===== config.mk =====
export PLATFORM = sky130hd
export DESIGN_NAME = ibex_sram_arbiter
export DESIGN_NICKNAME = d
export VERILOG_FILES = /design/src/rtl/ibex_sram_arbiter.sv
export SDC_FILE = /design/constraint.sdc
export NUM_CORES = 1
export LEC_CHECK = 0
export BUFFER_PORTS_ARGS = -buffer_cell sky130_fd_sc_hd__buf_4
export CAP_MARGIN = 20
export CORE_AREA = 2 2 103 105
export CTS_CLUSTER_SIZE = 40
export DETAILED_ROUTE_END_ITERATION = 10
export DIE_AREA = 0 0 105 107
export PLACE_DENSITY_LB_ADDON = 0.15
export SYNTH_ARGS = -nofsm -noshare
export SYNTH_HDL_FRONTEND = slang
export SYNTH_SLANG_ARGS = --single-unit

===== constraint.sdc =====
create_clock -name clk_i -period 1.3 [get_ports clk_i]
set_clock_uncertainty 0.15 [all_clocks]
set_input_delay 0.065 -clock clk_i [delete_from_list [all_inputs] [get_ports clk_i]]
set_output_delay 0.065 -clock clk_i [all_outputs]
set_load 0.02 [all_outputs]

===== src/rtl/ibex_sram_arbiter.sv =====
// ibex_sram_arbiter
// N-host req/gnt/rvalid/err arbiter and address decoder in front of a single
// single-port SRAM with a 1-cycle read latency. Every grant gets exactly one
// response one cycle later. Accesses outside the SRAM window get an error
// response and never reach the SRAM.
//
// Build option: define IBEX_SRAM_ARB_ROUND_ROBIN_EN to get round-robin
// arbitration with a rotating priority pointer. Without it, the lowest-index
// requesting host always wins and no pointer register is built.

module ibex_sram_arbiter #(
  parameter int unsigned NumHosts = 2,
  parameter logic [31:0] MemStart = 32'h0000_0000,
  parameter int unsigned MemSize  = 65536,
  parameter int unsigned AddrW    = $clog2(MemSize / 4)
) (
  input  logic                  clk_i,
  input  logic                  rst_i,

  input  logic [NumHosts-1:0]   host_req_i,
  output logic [NumHosts-1:0]   host_gnt_o,
  output logic [NumHosts-1:0]   host_rvalid_o,
  output logic [NumHosts-1:0]   host_err_o,
  input  logic [NumHosts-1:0]   host_we_i,
  input  logic [4*NumHosts-1:0] host_be_i,
  input  logic [32*NumHosts-1:0] host_addr_i,
  input  logic [32*NumHosts-1:0] host_wdata_i,
  output logic [31:0]           host_rdata_o,

  output logic                  ram_req_o,
  output logic                  ram_we_o,
  output logic [3:0]            ram_be_o,
  output logic [AddrW-1:0]      ram_addr_o,
  output logic [31:0]           ram_wdata_o,
  input  logic [31:0]           ram_rdata_i
);

  localparam int unsigned IdxW    = (NumHosts > 1) ? $clog2(NumHosts) : 1;
  localparam logic [31:0] WinMask = ~(32'(MemSize) - 32'd1);

  logic            gnt_valid;
  logic [IdxW-1:0] gnt_idx;

  logic            sel_we;
  logic [3:0]      sel_be;
  logic [31:0]     sel_addr;
  logic [31:0]     sel_wdata;
  logic            sel_in_win;

  logic            resp_valid_q;
  logic [IdxW-1:0] resp_idx_q;
  logic            resp_err_q;
  logic            resp_rd_q;
  logic            resp_live;

`ifdef IBEX_SRAM_ARB_ROUND_ROBIN_EN
  logic [IdxW-1:0] ptr_q;

  // Pick the first requester at or after the pointer, wrapping modulo NumHosts.
  always_comb begin : grant_select
    logic [IdxW:0]   cand_sum;
    logic [IdxW-1:0] cand_idx;
    // NOTE: every variable written here gets a default first so no path
    // leaves it unassigned and no latch is inferred.
    gnt_valid = 1'b0;
    gnt_idx   = '0;
    cand_sum  = '0;
    cand_idx  = '0;
    for (int unsigned i = 0; i < NumHosts; i++) begin
      cand_sum = {1'b0, ptr_q} + (IdxW+1)'(i);
      if (cand_sum >= (IdxW+1)'(NumHosts)) cand_sum = cand_sum - (IdxW+1)'(NumHosts);
      cand_idx = cand_sum[IdxW-1:0];
      if (!gnt_valid && host_req_i[cand_idx]) begin
        gnt_valid = 1'b1;
        gnt_idx   = cand_idx;
      end
    end
    // Nothing is granted while reset is held.
    if (rst_i) gnt_valid = 1'b0;
  end

  // Advance the priority pointer past the host just granted; hold it otherwise.
  always_ff @(posedge clk_i) begin
    if (rst_i) begin
      ptr_q <= '0;
    end else if (gnt_valid) begin
      ptr_q <= (gnt_idx == IdxW'(NumHosts - 1)) ? '0 : gnt_idx + 1'b1;
    end
  end
`else
  // Fixed priority: scan downwards so the lowest-index requester is the last
  // (and therefore winning) assignment.
  always_comb begin : grant_select
    gnt_valid = 1'b0;
    gnt_idx   = '0;
    for (int i = NumHosts - 1; i >= 0; i--) begin
      if (host_req_i[IdxW'(i)]) begin
        gnt_valid = 1'b1;
        gnt_idx   = IdxW'(i);
      end
    end
    // Nothing is granted while reset is held.
    if (rst_i) gnt_valid = 1'b0;
  end
`endif

  // Mux the granted host's request fields and decode the SRAM window.
  assign sel_we     = host_we_i[gnt_idx];
  assign sel_be     = host_be_i[{gnt_idx, 2'b00} +: 4];
  assign sel_addr   = host_addr_i[{gnt_idx, 5'b00000} +: 32];
  assign sel_wdata  = host_wdata_i[{gnt_idx, 5'b00000} +: 32];
  assign sel_in_win = (sel_addr & WinMask) == MemStart;

  assign host_gnt_o = gnt_valid ? (NumHosts'(1) << gnt_idx) : '0;

  // Drive the SRAM port from the granted host; everything idles at zero.
  always_comb begin
    ram_req_o   = 1'b0;
    ram_we_o    = 1'b0;
    ram_be_o    = '0;
    ram_addr_o  = '0;
    ram_wdata_o = '0;
    if (gnt_valid) begin
      ram_req_o   = sel_in_win;
      ram_we_o    = sel_we & sel_in_win;
      ram_be_o    = sel_be;
      ram_addr_o  = sel_addr[AddrW+1:2];
      ram_wdata_o = sel_wdata;
    end
  end

  // Response stage: remember who was granted and how the access must complete.
  always_ff @(posedge clk_i) begin
    // NOTE: state registers use non-blocking assignments so every flop samples
    // the pre-edge values regardless of statement order.
    if (rst_i) begin
      resp_valid_q <= 1'b0;
      resp_idx_q   <= '0;
      resp_err_q   <= 1'b0;
      resp_rd_q    <= 1'b0;
    end else begin
      resp_valid_q <= gnt_valid;
      resp_idx_q   <= gnt_idx;
      resp_err_q   <= gnt_valid & ~sel_in_win;
      resp_rd_q    <= gnt_valid & sel_in_win & ~sel_we;
    end
  end

  // A response still in the register when reset arrives is suppressed.
  assign resp_live     = resp_valid_q & ~rst_i;
  assign host_rvalid_o = resp_live ? (NumHosts'(1) << resp_idx_q) : '0;
  assign host_err_o    = (resp_live & resp_err_q) ? (NumHosts'(1) << resp_idx_q) : '0;
  assign host_rdata_o  = (resp_live & resp_rd_q) ? ram_rdata_i : 32'h0;

endmodule


Word-level counts from Yosys, hierarchy flattened --
Index checks and enable logic that the tools add are counted.
Storage, ports and cells: bits in registers 4, bits of input ports 174, output and inout port bits 90, word-level logic and storage cells 35
Cells by class: order comparisons 1, shift-type cells 5, muxes and demuxes 14, bitwise operators 10, reduce and logical (&&, ||, !) cells 1
Operators with widths (number):
- $shiftx 64x7->32 | 2
- $mux 32 | 2
- $logic_not 32->1 | 1
- $mux 14 | 1
- $shiftx 8x4->4 | 1
- $and 1x1->1 | 7
- $mux 1 | 7
- $mux 2 | 3
- $mux 4 | 1
- $shl 1x1->2 const A | 2
- $not 1->1 | 3
- $lt 1x2->1 const B | 1

Logic depth before layout (Yosys ltp) --
depth in word-level cells 5, gate-level depth with buffers 3, gate-level depth less buffers 3

Worst setup path before layout --
Ideal clock, no wire load.
kind register to output, start register resp_valid_q, end output host_rdata_o[10], arrival 0.976 ns, data required time 1.085 ns, slack 0.109 ns, stages on the path, launching flop included 4, path buffers 1, cell sequence dfxtp_1 -> nor2b_2 -> clkbuf_1 -> and3_1
Between the ends: word-level cells in the longest chain between the ends 3
Ends and longest elaborated chain:
- from (decl) | RTL line 50 | logic resp_valid_q;
- from (signal assigned) | RTL line 142 | resp_valid_q <= gnt_valid;
- $and 1x1->1 | RTL line 150 | assign resp_live = resp_valid_q & ~rst_i;
- $and 1x1->1 | RTL line 153 | assign host_rdata_o = (resp_live & resp_rd_q) ? ram_rdata_i : 32'h0;
- $mux 32 | RTL line 153
- to (decl) | RTL line 28 | output logic [31:0] host_rdata_o,
No other way between the ends.

Worst setup path after layout --
start register resp_valid_q, end output host_rdata_o[7]
Same word-level chain as after synthesis.

==> run_results.csv <==
group,metric,value,unit
run_status,status,"complete, but fails checks",
run_status,violations,"negative setup slack",
timing,post-route-period-util,108,%
grt,grt_pass1_vias,1418,
timing,hold_viol_final,0,
cells_and_area,nets,475,
yosys,netlist_area,774,sq um
placement,gp_congestion,0.632,
grt,grt-ovfl-total,0,
timing,timing.final.ws_setup,-0.104,ns
timing,rsz0062_at_grt,"true",
clock_network,cts_tree,"yes",
die,row_count,37,
route,antenna_left,0,
route,drc_errors,0,
grt,grt_max_degree,35,
die,die_x,105,um
clock_network,cts_root_buf,"clkbuf_8",
yosys,yosysWarnings,0,
power_and_ir_drop,ir_drop,0.174,mV
die,start_util,7.67,%
timing,slew_viol_final,0,
route,wl_per_cell,9.68,um
die,io_pins,264,
clock_network,htree_levels,1,
placement,place.port_buffers,187,
route,drt_iter0_drc,62,
timing,setup_viol,33,
timing,fmax,712,MHz
flow_run,drv_cap,0,
route,vias,1493,
grt,antenna_found_initial,0,
hold_path,worstHoldPathType,"input pin to flop",
grt,track_usage,6.52,%
grt,grt_pass1_wl,6.16,mm
yosys,syn_area_per_cell,6.68,sq um
yosys,syn_inst,116,
setup_path,cp-endpoint,"host_rdata_o[7]",
cells_and_area,utilization,24.4,%
cells_and_area,n_fill_cell,1121,
route,totalWireLength,4.22,mm
clock_network,clkTransAtPathRegs,0.03,ns
yosys,ys_seq_area_share,7.75,%
yosys,synthDistinctLibCells,15,
die,die_area,11200,sq um
setup_path,crit_start,"resp_valid_q",
clock_network,clock_sinks,3,
cells_and_area,fin_cells,436,
setup_path,worst-endpoint-arrival,1.19,ns
setup_path,path_class,"flop to output pin",
cells_and_area,diodes,0,
cells_and_area,drive_above_1_share,67.7,%
placement,dp.cells,429,
cells_and_area,area_growth,218,%
setup_path,critPathRequiredTime,1.09,ns
setup_path,startpoint_type,"flop",
clock_network,cts_inserted_buffers,3,
setup_path,worst_setup_path_end_kind,"output pin",
route,drt-pass1-iter-count,3,
timing,period_needed,1.40,ns
die,die_h,107,um
clock_network,clockBufferDepth,2,
power_and_ir_drop,power.leakage,1.39,nW
setup_path,path_max_fanout,34,
die,core_area,10100,sq um
route,via_per_inst,3.42,
power_and_ir_drop,powerDensity,393,nW/um^2
yosys,ys_seq_elements,3,
==> power breakdown <==
part | switching [mW] | total, mW | internal (mW)
Clock | 0.0564 | 0.265 | 0.209
Combinational | 0.254 | 0.608 | 0.354
Sequential | 0.000747 | 0.0968 | 0.0961
==> logic make-up (layout without fill, tap and decap cells) <==
group	after synthesis	count (layout)	share of synthesized area [%]
buffers and inverters	19	201	12.8
flip-flops	3	3	7.75
other	1	3	0.484
AND/OR/NAND/NOR	93	93	79.0
==> registers in the layout, summed over array words and instances, names as in the netlist <==
signal        flops
resp_err_q        1
resp_valid_q      1
resp_rd_q         1
==> how the worst min path moves through the flow <==
stage                     cells after the start      endpoint          from
after detailed placement                      2     resp_rd_q  host_we_i[0]
final                                         3  resp_valid_q         rst_i
after floorplan                               1     resp_rd_q  host_we_i[0]
after global placement                        2     resp_rd_q  host_we_i[0]
after CTS                                     3  resp_valid_q         rst_i
after global routing                          3  resp_valid_q         rst_i
==> placed cells by master, fill, tap and decap left out <==
master / count
nor2b_4: 1
nor4_2: 2
and3_1: 32
nor3_1: 1
dlygate4sd3_1: 1
nor3b_2: 1
and2_1: 2
clkbuf_8: 3
nor4_4: 2
buf_4: 182
buf_6: 9
nor2b_1: 50
dfxtp_1: 3
nor2_1: 1
buf_12: 3
clkbuf_1: 1
inv_1: 2
nand4_1: 1
conb_1: 3
==> final cells by class <==
cell class	count	area, sq um	share of cell area (%)
well taps	136	170	6.90
repair buffers	195	1540	62.4
clock buffers	4	45.0	1.83
multi-input cells	96	646	26.2
flip-flops and latches	3	60.1	2.44
inverters	2	7.51	0.304
==> critical path, cell delays in order (launching register included) <==
cell	delay (ns)
dfxtp_1	0.30
nor2b_4	0.15
buf_12	0.17
and3_1	0.19
buf_4	0.15
==> per-stage QoR <==
stage	area, sq um	setup WS [ns]	total power, mW	hold WS, ns	TNS (ns)
floorplan	782	0.109	0.332	-0.00821	0
global placement	2340	-0.00241	0.700	0.0847	-0.00241
detailed placement	2340	0.0118	0.701	0.0876	0
CTS	2430	-0.0960	0.981	0.0856	-2.13
global route	2470	-0.174	1.03	0.108	-4.59
finish	2470	-0.104	0.970	0.0830	-2.18
==> routing by layer <==
metal	GRT usage, %	share of wire, %
met4	1.71	0
met2	12.9	52
met3	1.88	13
met1	6.60	35
met5	0	0
==> repair_timing <==
item	CTS	global route
resized for setup	8	4
setup buffers	0	2
endpoints found under the setup margin	33	34
endpoints found under the hold margin	1	0
cloned	0	0
hold buffers	1	0
pin swaps	0	2
==> Yosys cell counts (all sizes together) <==
| master | number | share of area (%) |
|---|---|---|
| nor3b | 1 | 1.6 |
| nor2b | 51 | 42 |
| dfxtp | 3 | 7.8 |
| nor2 | 1 | 0.48 |
| nor4 | 4 | 6.5 |
| and3 | 32 | 26 |
| clkbuf | 5 | 2.4 |
| buf | 12 | 9.4 |
| nor3 | 1 | 0.65 |
| inv | 2 | 0.97 |
| nand4 | 1 | 0.81 |
| and2 | 2 | 1.6 |
| conb | 1 | 0.48 |
(Power assumes the default switching activity.)
